`config.mk`:
```
export PLATFORM = sky130hd
export DESIGN_NAME = dp_sequencer_flat
export DESIGN_NICKNAME = d
export VERILOG_FILES = /design/src/rtl/dp_sequencer_pkg.sv /design/src/rtl/dp_sequencer_if.sv /design/src/rtl/dp_sequencer_decode.sv /design/src/rtl/dp_sequencer.sv /design/src/flat_wrapper.sv
export SDC_FILE = /design/constraint.sdc
export NUM_CORES = 1
export LEC_CHECK = 0
export CAP_MARGIN = 15
export CELL_PAD_IN_SITES_DETAIL_PLACEMENT = 1
export CELL_PAD_IN_SITES_GLOBAL_PLACEMENT = 1
export CORE_ASPECT_RATIO = 1.2
export CORE_MARGIN = 1
export CORE_UTILIZATION = 30
export CTS_CLUSTER_SIZE = 30
export DETAILED_ROUTE_END_ITERATION = 16
export PLACE_DENSITY = 0.79
export SLEW_MARGIN = 20
export SYNTH_ARGS = -nofsm -noshare
export SYNTH_HDL_FRONTEND = slang
export SYNTH_HIERARCHICAL = 1
export SYNTH_SLANG_ARGS = --single-unit
```
`constraint.sdc`:
```
create_clock -name clk -period 1.6 [get_ports clk]
set_input_delay 0.16 -clock clk [delete_from_list [all_inputs] [get_ports clk]]
set_output_delay 0.16 -clock clk [all_outputs]
set_load 0.01 [all_outputs]
```
`src/rtl/dp_sequencer_pkg.sv`:
```
// Shared constants for the dp_sequencer slice: opcodes, ALU ops, FSM states
// and instruction field positions.
package dp_sequencer_pkg;

    typedef enum logic [2:0] {
        OP_ADD = 3'b000,
        OP_SUB = 3'b001,
        OP_AND = 3'b010,
        OP_OR  = 3'b011,
        OP_LDI = 3'b100,
        OP_MOV = 3'b101
    } opcode_e;

    typedef enum logic [1:0] {
        ALU_ADD = 2'b00,
        ALU_SUB = 2'b01,
        ALU_AND = 2'b10,
        ALU_OR  = 2'b11
    } alu_op_e;

    typedef enum logic [1:0] {
        IDLE = 2'b00,
        EXEC = 2'b01,
        WB   = 2'b10
    } state_e;

    localparam int OPC_W   = 3;
    localparam int INSTR_W = 12;
    localparam int OPC_LSB = 9;
    localparam int RD_LSB  = 6;
    localparam int RS1_LSB = 3;
    localparam int RS2_LSB = 0;

endpackage

```
`src/rtl/dp_sequencer_if.sv`:
```
// Instruction handshake plus register-file / ALU bus seen by dp_sequencer.
interface dp_sequencer_if #(
    parameter int DW = 16,
    parameter int AW = 3
);
    logic          instr_valid;
    logic          instr_ready;
    logic [11:0]   instr;
    logic [DW-1:0] instr_imm;
    logic [AW-1:0] rd_addr_a;
    logic [AW-1:0] rd_addr_b;
    logic [DW-1:0] rf_d_out_a;
    logic [1:0]    alu_op;
    logic [DW-1:0] alu_o;
    logic          alu_cout;
    logic          wr;
    logic [AW-1:0] wr_addr;
    logic [DW-1:0] wr_data;
    logic          done;
    logic          err;
    logic          carry;
    logic [DW-1:0] retired;

    modport master (
        input  instr_valid, instr, instr_imm, rf_d_out_a, alu_o, alu_cout,
        output instr_ready, rd_addr_a, rd_addr_b, alu_op, wr, wr_addr, wr_data,
               done, err, carry, retired
    );

    modport slave (
        output instr_valid, instr, instr_imm, rf_d_out_a, alu_o, alu_cout,
        input  instr_ready, rd_addr_a, rd_addr_b, alu_op, wr, wr_addr, wr_data,
               done, err, carry, retired
    );
endinterface

```
`src/rtl/dp_sequencer_decode.sv`:
```
// Combinational opcode decoder for dp_sequencer.
module dp_decode
    import dp_sequencer_pkg::*;
(
    input  logic [2:0] opcode,
    output alu_op_e    alu_op,
    output logic       is_ldi,
    output logic       is_mov,
    output logic       is_arith,
    output logic       illegal
);
    always_comb begin
        alu_op   = ALU_ADD;
        is_ldi   = 1'b0;
        is_mov   = 1'b0;
        is_arith = 1'b0;
        illegal  = 1'b0;
        case (opcode)
            OP_ADD: begin alu_op = ALU_ADD; is_arith = 1'b1; end
            OP_SUB: begin alu_op = ALU_SUB; is_arith = 1'b1; end
            OP_AND: alu_op = ALU_AND;
            OP_OR:  alu_op = ALU_OR;
            OP_LDI: is_ldi = 1'b1;
            // MOV reuses OR with both read ports on rs1
            OP_MOV: begin alu_op = ALU_OR; is_mov = 1'b1; end
            default: illegal = 1'b1;
        endcase
    end
endmodule

```
`src/rtl/dp_sequencer.sv`:
```
// Three-state (IDLE/EXEC/WB) sequencer driving an external ALU and register file.
module dp_sequencer
    import dp_sequencer_pkg::*;
#(
    parameter int DW = 16,
    parameter int AW = 3
) (
    input  logic          clk,
    input  logic          reset,
    dp_sequencer_if.master bus
);
    state_e          state_q, state_d;
    logic [2:0]      opcode_q;
    logic [AW-1:0]   rd_q, rs1_q, rs2_q;
    logic [DW-1:0]   imm_q, res_q, retired_q;
    logic            carry_q;

    alu_op_e         dec_alu_op;
    logic            is_ldi, is_mov, is_arith, illegal;
    logic            accept;
    logic            unused_ok;

    dp_decode u_decode (
        .opcode   (opcode_q),
        .alu_op   (dec_alu_op),
        .is_ldi   (is_ldi),
        .is_mov   (is_mov),
        .is_arith (is_arith),
        .illegal  (illegal)
    );

    assign accept = bus.instr_valid && (state_q == IDLE);

    always_comb begin
        state_d = state_q;
        case (state_q)
            IDLE:    if (bus.instr_valid) state_d = EXEC;
            EXEC:    state_d = illegal ? IDLE : WB;
            WB:      state_d = IDLE;
            default: state_d = IDLE;
        endcase
    end

    always_ff @(posedge clk or posedge reset) begin
        if (reset) begin
            state_q   <= IDLE;
            opcode_q  <= '0;
            rd_q      <= '0;
            rs1_q     <= '0;
            rs2_q     <= '0;
            imm_q     <= '0;
            res_q     <= '0;
            carry_q   <= 1'b0;
            retired_q <= '0;
        end else begin
            state_q <= state_d;
            if (accept) begin
                opcode_q <= bus.instr[OPC_LSB +: OPC_W];
                rd_q     <= bus.instr[RD_LSB  +: AW];
                rs1_q    <= bus.instr[RS1_LSB +: AW];
                rs2_q    <= bus.instr[RS2_LSB +: AW];
                imm_q    <= bus.instr_imm;
            end
            if (state_q == EXEC && !illegal) begin
                res_q <= is_ldi ? imm_q : bus.alu_o;
                if (is_arith) carry_q <= bus.alu_cout;
            end
            if (state_q == WB) retired_q <= retired_q + DW'(1);
        end
    end

    // Control outputs decode straight from state so reset drops them immediately
    assign bus.instr_ready = (state_q == IDLE);
    assign bus.rd_addr_a   = rs1_q;
    assign bus.rd_addr_b   = (state_q == EXEC && is_mov) ? rs1_q : rs2_q;
    assign bus.alu_op      = dec_alu_op;
    assign bus.wr          = (state_q == WB);
    assign bus.done        = (state_q == WB);
    assign bus.err         = (state_q == EXEC) && illegal;
    assign bus.wr_addr     = rd_q;
    assign bus.wr_data     = res_q;
    assign bus.carry       = carry_q;
    assign bus.retired     = retired_q;

    // Register-file readback is only for the debug hook
    assign unused_ok = ^bus.rf_d_out_a;
endmodule

```
`src/flat_wrapper.sv`:
```
// flat-port wrapper written by rule: the top's interface ports become plain ports
module dp_sequencer_flat import dp_sequencer_pkg::*;
#(
    parameter int DW = 16,
    parameter int AW = 3
)
  (clk, reset, bus_instr_valid, bus_instr, bus_instr_imm, bus_rf_d_out_a, bus_alu_o, bus_alu_cout, bus_instr_ready, bus_rd_addr_a, bus_rd_addr_b, bus_alu_op, bus_wr, bus_wr_addr, bus_wr_data, bus_done, bus_err, bus_carry, bus_retired);
  dp_sequencer_if #(.DW(DW), .AW(AW)) bus_i ();
  input  logic clk;
  input  logic reset;
  input wire logic [$bits(bus_i.instr_valid)-1:0] bus_instr_valid;
  input wire logic [$bits(bus_i.instr)-1:0] bus_instr;
  input wire logic [$bits(bus_i.instr_imm)-1:0] bus_instr_imm;
  input wire logic [$bits(bus_i.rf_d_out_a)-1:0] bus_rf_d_out_a;
  input wire logic [$bits(bus_i.alu_o)-1:0] bus_alu_o;
  input wire logic [$bits(bus_i.alu_cout)-1:0] bus_alu_cout;
  output wire logic [$bits(bus_i.instr_ready)-1:0] bus_instr_ready;
  output wire logic [$bits(bus_i.rd_addr_a)-1:0] bus_rd_addr_a;
  output wire logic [$bits(bus_i.rd_addr_b)-1:0] bus_rd_addr_b;
  output wire logic [$bits(bus_i.alu_op)-1:0] bus_alu_op;
  output wire logic [$bits(bus_i.wr)-1:0] bus_wr;
  output wire logic [$bits(bus_i.wr_addr)-1:0] bus_wr_addr;
  output wire logic [$bits(bus_i.wr_data)-1:0] bus_wr_data;
  output wire logic [$bits(bus_i.done)-1:0] bus_done;
  output wire logic [$bits(bus_i.err)-1:0] bus_err;
  output wire logic [$bits(bus_i.carry)-1:0] bus_carry;
  output wire logic [$bits(bus_i.retired)-1:0] bus_retired;
  assign bus_i.instr_valid = bus_instr_valid;
  assign bus_i.instr = bus_instr;
  assign bus_i.instr_imm = bus_instr_imm;
  assign bus_i.rf_d_out_a = bus_rf_d_out_a;
  assign bus_i.alu_o = bus_alu_o;
  assign bus_i.alu_cout = bus_alu_cout;
  assign bus_instr_ready = bus_i.instr_ready;
  assign bus_rd_addr_a = bus_i.rd_addr_a;
  assign bus_rd_addr_b = bus_i.rd_addr_b;
  assign bus_alu_op = bus_i.alu_op;
  assign bus_wr = bus_i.wr;
  assign bus_wr_addr = bus_i.wr_addr;
  assign bus_wr_data = bus_i.wr_data;
  assign bus_done = bus_i.done;
  assign bus_err = bus_i.err;
  assign bus_carry = bus_i.carry;
  assign bus_retired = bus_i.retired;
  dp_sequencer #(.DW(DW), .AW(AW)) u_core (.clk(clk), .reset(reset), .bus(bus_i));
endmodule
```
== Word level (Yosys, flattened, before mapping) ==
Index checks and enable logic that the tools add are counted.

* Register bits: 63
* Input port bits: 64
* Logic and storage cells: 38

* Add/subtract/negate cells: 1
* Equality and inequality tests: 8
* Multiplexer cells: 10
* Reduce and logical (&&, ||, !) cells: 10

{| class="wikitable"
|+ Operators by type and width
! cell !! number
|-
| 16-bit by 1-bit adder with 16-bit output, second input constant || 1
|-
| 16-bit two-way mux || 1
|-
| 3-bit by 2-bit == test with 1-bit output, second input constant || 2
|-
| 3-bit == test, second input constant || 2
|-
| 2-bit one-hot mux with 3 select lines || 1
|-
| 6-bit OR reduction || 1
|-
| 1-bit logical AND || 4
|-
| 1-bit two-way mux || 4
|-
| 2-bit two-way mux || 2
|-
| 2-bit one-hot mux with 2 select lines || 1
|-
| 2-bit OR reduction || 2
|-
| 3-bit by 1-bit == test with 1-bit output, second input constant || 1
|-
| 3-bit logical NOT || 1
|-
| 3-bit two-way mux || 1
|-
| 2-bit by 1-bit == test with 1-bit output, second input constant || 1
|-
| 2-bit == test, second input constant || 1
|-
| 2-bit logical NOT || 1
|-
| 2-bit inequality test, second input constant || 1
|-
| 2-bit AND reduction || 1
|}

== Logic depth before layout (Yosys ltp) ==
* Word-level depth: 4
* Gate-level depth with buffers: 6
* Depth with buffers taken out: 4

== Hierarchy ==
The synthesis kept the hierarchy.

{| class="wikitable"
|+ By module, submodules not included
! module !! instances !! cells each !! area an instance (um2) !! sequential area each (um2)
|-
| dp_sequencer || 1 || 200 || 2673.8 || 1576.5
|-
| dp_decode || 1 || 7 || 42.5 || 0.0
|}

== Worst setup path before layout ==
Ideal clock, no wire load.

* Path type: reg2reg
* Start: register u_core.state_q[0]
* End: register u_core.imm_q[0]
* Setup time: 125 ps
* Arrival: 1414 ps
* Setup slack: 61 ps
* Stages on the path, launching flop included: 6
* Path buffers: 2
* Period minus slack after synthesis: 1539 ps
* Cells stage by stage: dfrtp_1 > nor2_1 > and2_4 > buf_6 > buf_6 > mux2_2

* Cells in the longest elaborated chain, start to end: 2

{| class="wikitable"
|+ Ends and longest elaborated chain
! element !! line !! source
|-
| start: declaration || dp_sequencer.sv:12 || <nowiki>state_e state_q, state_d;</nowiki>
|-
| start signal: assignment || dp_sequencer.sv:56 || <nowiki>state_q <= state_d;</nowiki>
|-
| 2-bit logical NOT || -- ||
|-
| net bus_instr_ready || flat_wrapper.sv:17 || <nowiki>output wire logic [$bits(bus_i.instr_ready)-1:0] bus_instr_ready;</nowiki>
|-
| 1-bit logical AND || dp_sequencer.sv:32 || <nowiki>assign accept = bus.instr_valid && (state_q == IDLE);</nowiki>
|-
| end signal: assignment || dp_sequencer.sv:62 || <nowiki>imm_q <= bus.instr_imm;</nowiki>
|-
| end: declaration || dp_sequencer.sv:15 || <nowiki>logic [DW-1:0] imm_q, res_q, retired_q;</nowiki>
|}

The timed path passes the listed nets, and every way through them passes these cells.
A chain may end at the register's enable or synchronous reset.

== Worst setup path after layout ==
* Start: register u_core.opcode_q[1]
* End: output bus_rd_addr_b[1]

* Cells in the longest elaborated chain, start to end: 4

{| class="wikitable"
|+ Ends and longest elaborated chain
! element !! line !! source
|-
| start: declaration || dp_sequencer.sv:13 || <nowiki>logic [2:0] opcode_q;</nowiki>
|-
| start signal: assignment || dp_sequencer.sv:58 || <nowiki>opcode_q <= bus.instr[OPC_LSB +: OPC_W];</nowiki>
|-
| 3-bit == test || dp_sequencer_decode.sv:18 || <nowiki>case (opcode)</nowiki>
|-
| 1-bit two-way mux || dp_sequencer_decode.sv:18 ||
|-
| net u_core.is_mov || dp_sequencer.sv:19 || <nowiki>logic is_ldi, is_mov, is_arith, illegal;</nowiki>
|-
| 1-bit logical AND || dp_sequencer.sv:75 || <nowiki>assign bus.rd_addr_b = (state_q == EXEC && is_mov) ? rs1_q : rs2_q;</nowiki>
|-
| 3-bit two-way mux || dp_sequencer.sv:75 ||
|-
| end: declaration || flat_wrapper.sv:19 || <nowiki>output wire logic [$bits(bus_i.rd_addr_b)-1:0] bus_rd_addr_b;</nowiki>
|}

The timed path passes the listed nets, and every way through them passes these cells.

==> flow_summary.json <==
{
  "placed_cell_area_sq_um": 3880,
  "synth_top_area_cell": "dfrtp_1",
  "ys_async_sr_fraction_pct": 100,
  "dpl.cell_count": 421,
  "gp_congestion": 0.772,
  "grt_use_total_pct": 15.9,
  "firstDrtPassIters": 4,
  "crit_fanout": 2,
  "insertion_delay_ns": 0.34,
  "outcome": "finished with violations",
  "worst_slack_ns": -0.247,
  "max_cap_viol_count": 0,
  "period_share_pct": 115,
  "synth_seq_area_share_pct": 58.0,
  "synth_warnings": 6,
  "rsz0062_at_grt": "true",
  "cts_buffers": 9,
  "synth.distinct_cells": 30,
  "utilization_pct": 47.8,
  "io_pins": 112,
  "worstSetupEndpointType": "output pin",
  "cpPeakStageDelay_ns": 0.38,
  "critical_path.slowest_cell": "dfrtp_1",
  "synth_compound_area_share_pct": 3.22,
  "synth_edf_count": 0,
  "period_needed_ns": 1.85,
  "dp_hpwl_microns": 5010,
  "criticalPathCategory": "flip-flop to output pin",
  "die_area_sq_um": 9440,
  "synth_area_leaders": "dfrtp_1 58%, mux2_2 14%, mux2i_1 5.9%, xnor2_1 3.5%, a21oi_1 2.9%",
  "initial_core_util_pct": 31.2,
  "gr-total-overflow": 0,
  "clock_skew_ns": 0.00750,
  "synthAdderAreaFrac_pct": 0.461,
  "wl_met1_microns": 2860,
  "place_ws_ns": -0.155,
  "required_ns": 1.44,
  "maxSlewViolCount": 0,
  "cp.arrival_ns": 1.69,
  "htreeDepth": 3,
  "cpLargestDelayFamily": "simple AND/OR/NAND/NOR gates",
  "port_buffers": 95,
  "viasPerCell": 4.58,
  "clock_path_buffers": 2,
  "hold_class": "primary input to asynchronous set/reset pin",
  "synth_most_common_cell": "dfrtp_1",
  "core-area_sq_um": 8700,
  "nets": 388,
  "synthFlopType": "dfrtp_1",
  "antennaDiodeCount": 0,
  "clk_pin_slew_ns": 0.07,
  "wirelength_microns": 7030,
  "p_per_area_nw_per_um2": 1640,
  "antenna_left": 0,
  "route.met2.wl_microns": 3600,
  "fillers": 954,
  "synth_top_family_by_area": "multiplexers",
  "total_leakage_power_nw": 1.75,
  "grt_first_pass_wirelength_microns": 11200,
  "wl_per_cell_microns": 15.9,
  "cts_hold_buf": 0,
  "maxSlewHeadroom_pct": 69.3,
  "total_power_mw": 6.81,
  "tritoncts": "done",
  "hold_violations": 0,
  "final_area_sq_um": 4160,
  "synth.avg_cell_area_sq_um": 13.1,
  "drive_gt1_share_pct": 27.9,
  "worstMarginPinSlew_ns": 0.461,
  "crit_top_cell": "buf_6",
  "synth_top_area_share_pct": 58.0,
  "regArea_sq_um": 1580,
  "cts_root_buf": "clkbuf_8",
  "muxShareOfSynthArea_pct": 19.6,
  "violations": "negative setup slack",
  "grt_pass1_vias": 2289,
  "syn_nets": 272,
  "synth_xor_area_share_pct": 5.11,
  "ys_ff_latch": 63,
  "vdd_drop_max_mv": 0.681,
  "drtIter0Drc": 60,
  "cp_cell_sequence": "and3b_2 -> nand3b_1 -> buf_6 -> mux2_4 -> buf_6",
  "wl_met3_microns": 420,
  "fin_cells": 443,
  "die_h_microns": 106,
  "synthCells": 207,
  "cts_sinks": 63,
  "rows": 37,
  "area_delta_synth_final_pct": 53.2,
  "path_buf_inv": 2,
  "drcViolationCount": 0,
  "antenna_found_initial": 0,
  "start_kind": "flip-flop",
  "top_layer_used": "met4",
  "multi_input_area_sq_um": 1100,
  "grt_max_degree": 37,
  "max_freq_mhz": 541,
  "die_w_microns": 88.9,
  "netlist_area_sq_um": 2720,
  "setup_viol_count_final": 3,
  "vias": 2028,
  "synthTopCellsByCount": "63 x dfrtp_1, 33 x mux2_2, 18 x nor2_1, 16 x a21oi_1, 16 x mux2i_1",
  "yosys.area_share.simple_pct": 10.3
}
-- metal layers --
layer / global-route usage [%] / vias to the layer above
met5: 0 / -
met2: 27.3 / 67
li1: - / 941
met1: 18.2 / 1006
met4: 7.26 / 0
met3: 4.11 / 14
-- timing repair --
action,in CTS,in global routing
resized for setup,26,21
pin swaps,4,5
setup endpoints to repair,9,25
buffers inserted,4,5
gates cloned,0,3
-- metrics by stage --
stage               hold slack, ns  TNS (ns)
floorplan                    0.285         0
global placement             0.462    -0.292
detailed placement           0.483    -0.389
CTS                          0.269    -0.674
global route                 0.305    -0.852
finish                       0.263    -0.722
-- area by class of cell --
cell class                      instances  share of cell area [%]
Sequential cell                        63                    37.9
Clock inverter                          4                    1.14
Inverter                                2                   0.271
Timing Repair Buffer                  117                    27.5
Tap cell                              117                    3.52
Multi-Input combinational cell        130                    26.4
Clock buffer                           10                    3.31
-- worst reg2reg max path: stages (launching register included) --
cell and delay, ns:
dfrtp_1 0.39, buf_4 0.15, and2_4 0.17, nor3b_4 0.24, buf_4 0.16, nand2_1 0.07, mux2_2 0.27
-- state kept, by name, indices dropped and copies added (netlist names) --
| signal | cells |
|---|---|
| u_core/bus.retired | 16 |
| u_core/bus.carry | 1 |
| u_core/bus.wr_data | 16 |
| u_core/bus.wr_addr | 3 |
| u_core/rs2_q | 3 |
| u_core/bus.rd_addr_a | 3 |
| u_core/state_q | 2 |
| u_core/opcode_q | 3 |
| u_core/imm_q | 16 |
-- cells in the final DEF, fill, tap and decap left out, drive strengths merged --
cell type and instances:
a21o 1, a21oi 16, and2 2, and3 3, and3b 2, and4 4, buf 25, bufinv 1
clkbuf 13, clkdlybuf4s50 86, clkinv 2, clkinvlp 2, dfrtp 63, dlygate4sd2 3, ha 1, inv 1
mux2 33, mux2i 16, nand2 5, nand3 5, nand3b 1, nand4 3, nor2 18, nor2b 2
nor3 1, nor3b 2, xnor2 11, xor2 4
-- cells by family after synthesis --
kind of cell	after synthesis
flip-flops	63
multiplexers	49
buffers and inverters	14
adder cells (fa/ha/maj)	1
XOR/XNOR	15
AND/OR/NAND/NOR	48
AO/OA/AOI/OAI	17
-- worst paths after layout --
check / from / to / slack (ns) / cells past startpoint
max: u_core/opcode_q[1]$_DFFE_PP0P_ / bus_rd_addr_b[1] / -0.25 / 5
min: reset / u_core/bus.wr_data[8]$_DFFE_PP0P_ / 0.26 / 3
max reg2reg: u_core/opcode_q[2]$_DFFE_PP0P_ / u_core/bus.carry$_DFFE_PP0P_ / 0.05 / 6
min reg2reg: u_core/bus.retired[15]$_DFFE_PP0P_ / u_core/bus.retired[15]$_DFFE_PP0P_ / 0.49 / 1
max in group asynchronous: reset / u_core/bus.retired[11]$_DFFE_PP0P_ / 0.96 / 3
min in group clk: bus_instr_imm[8] / u_core/imm_q[8]$_DFFE_PP0P_ / 0.43 / 2
-- power breakdown --
part | total [mW] | leakage (nW) | internal, mW | switching [mW]
Sequential | 2.57 | 0.754 | 2.19 | 0.378
Clock | 1.33 | 0.0940 | 0.738 | 0.589
Combinational | 2.91 | 0.906 | 1.72 | 1.20
Total | 6.81 | 1.75 | 4.65 | 2.16
(Power assumes the default switching activity.)
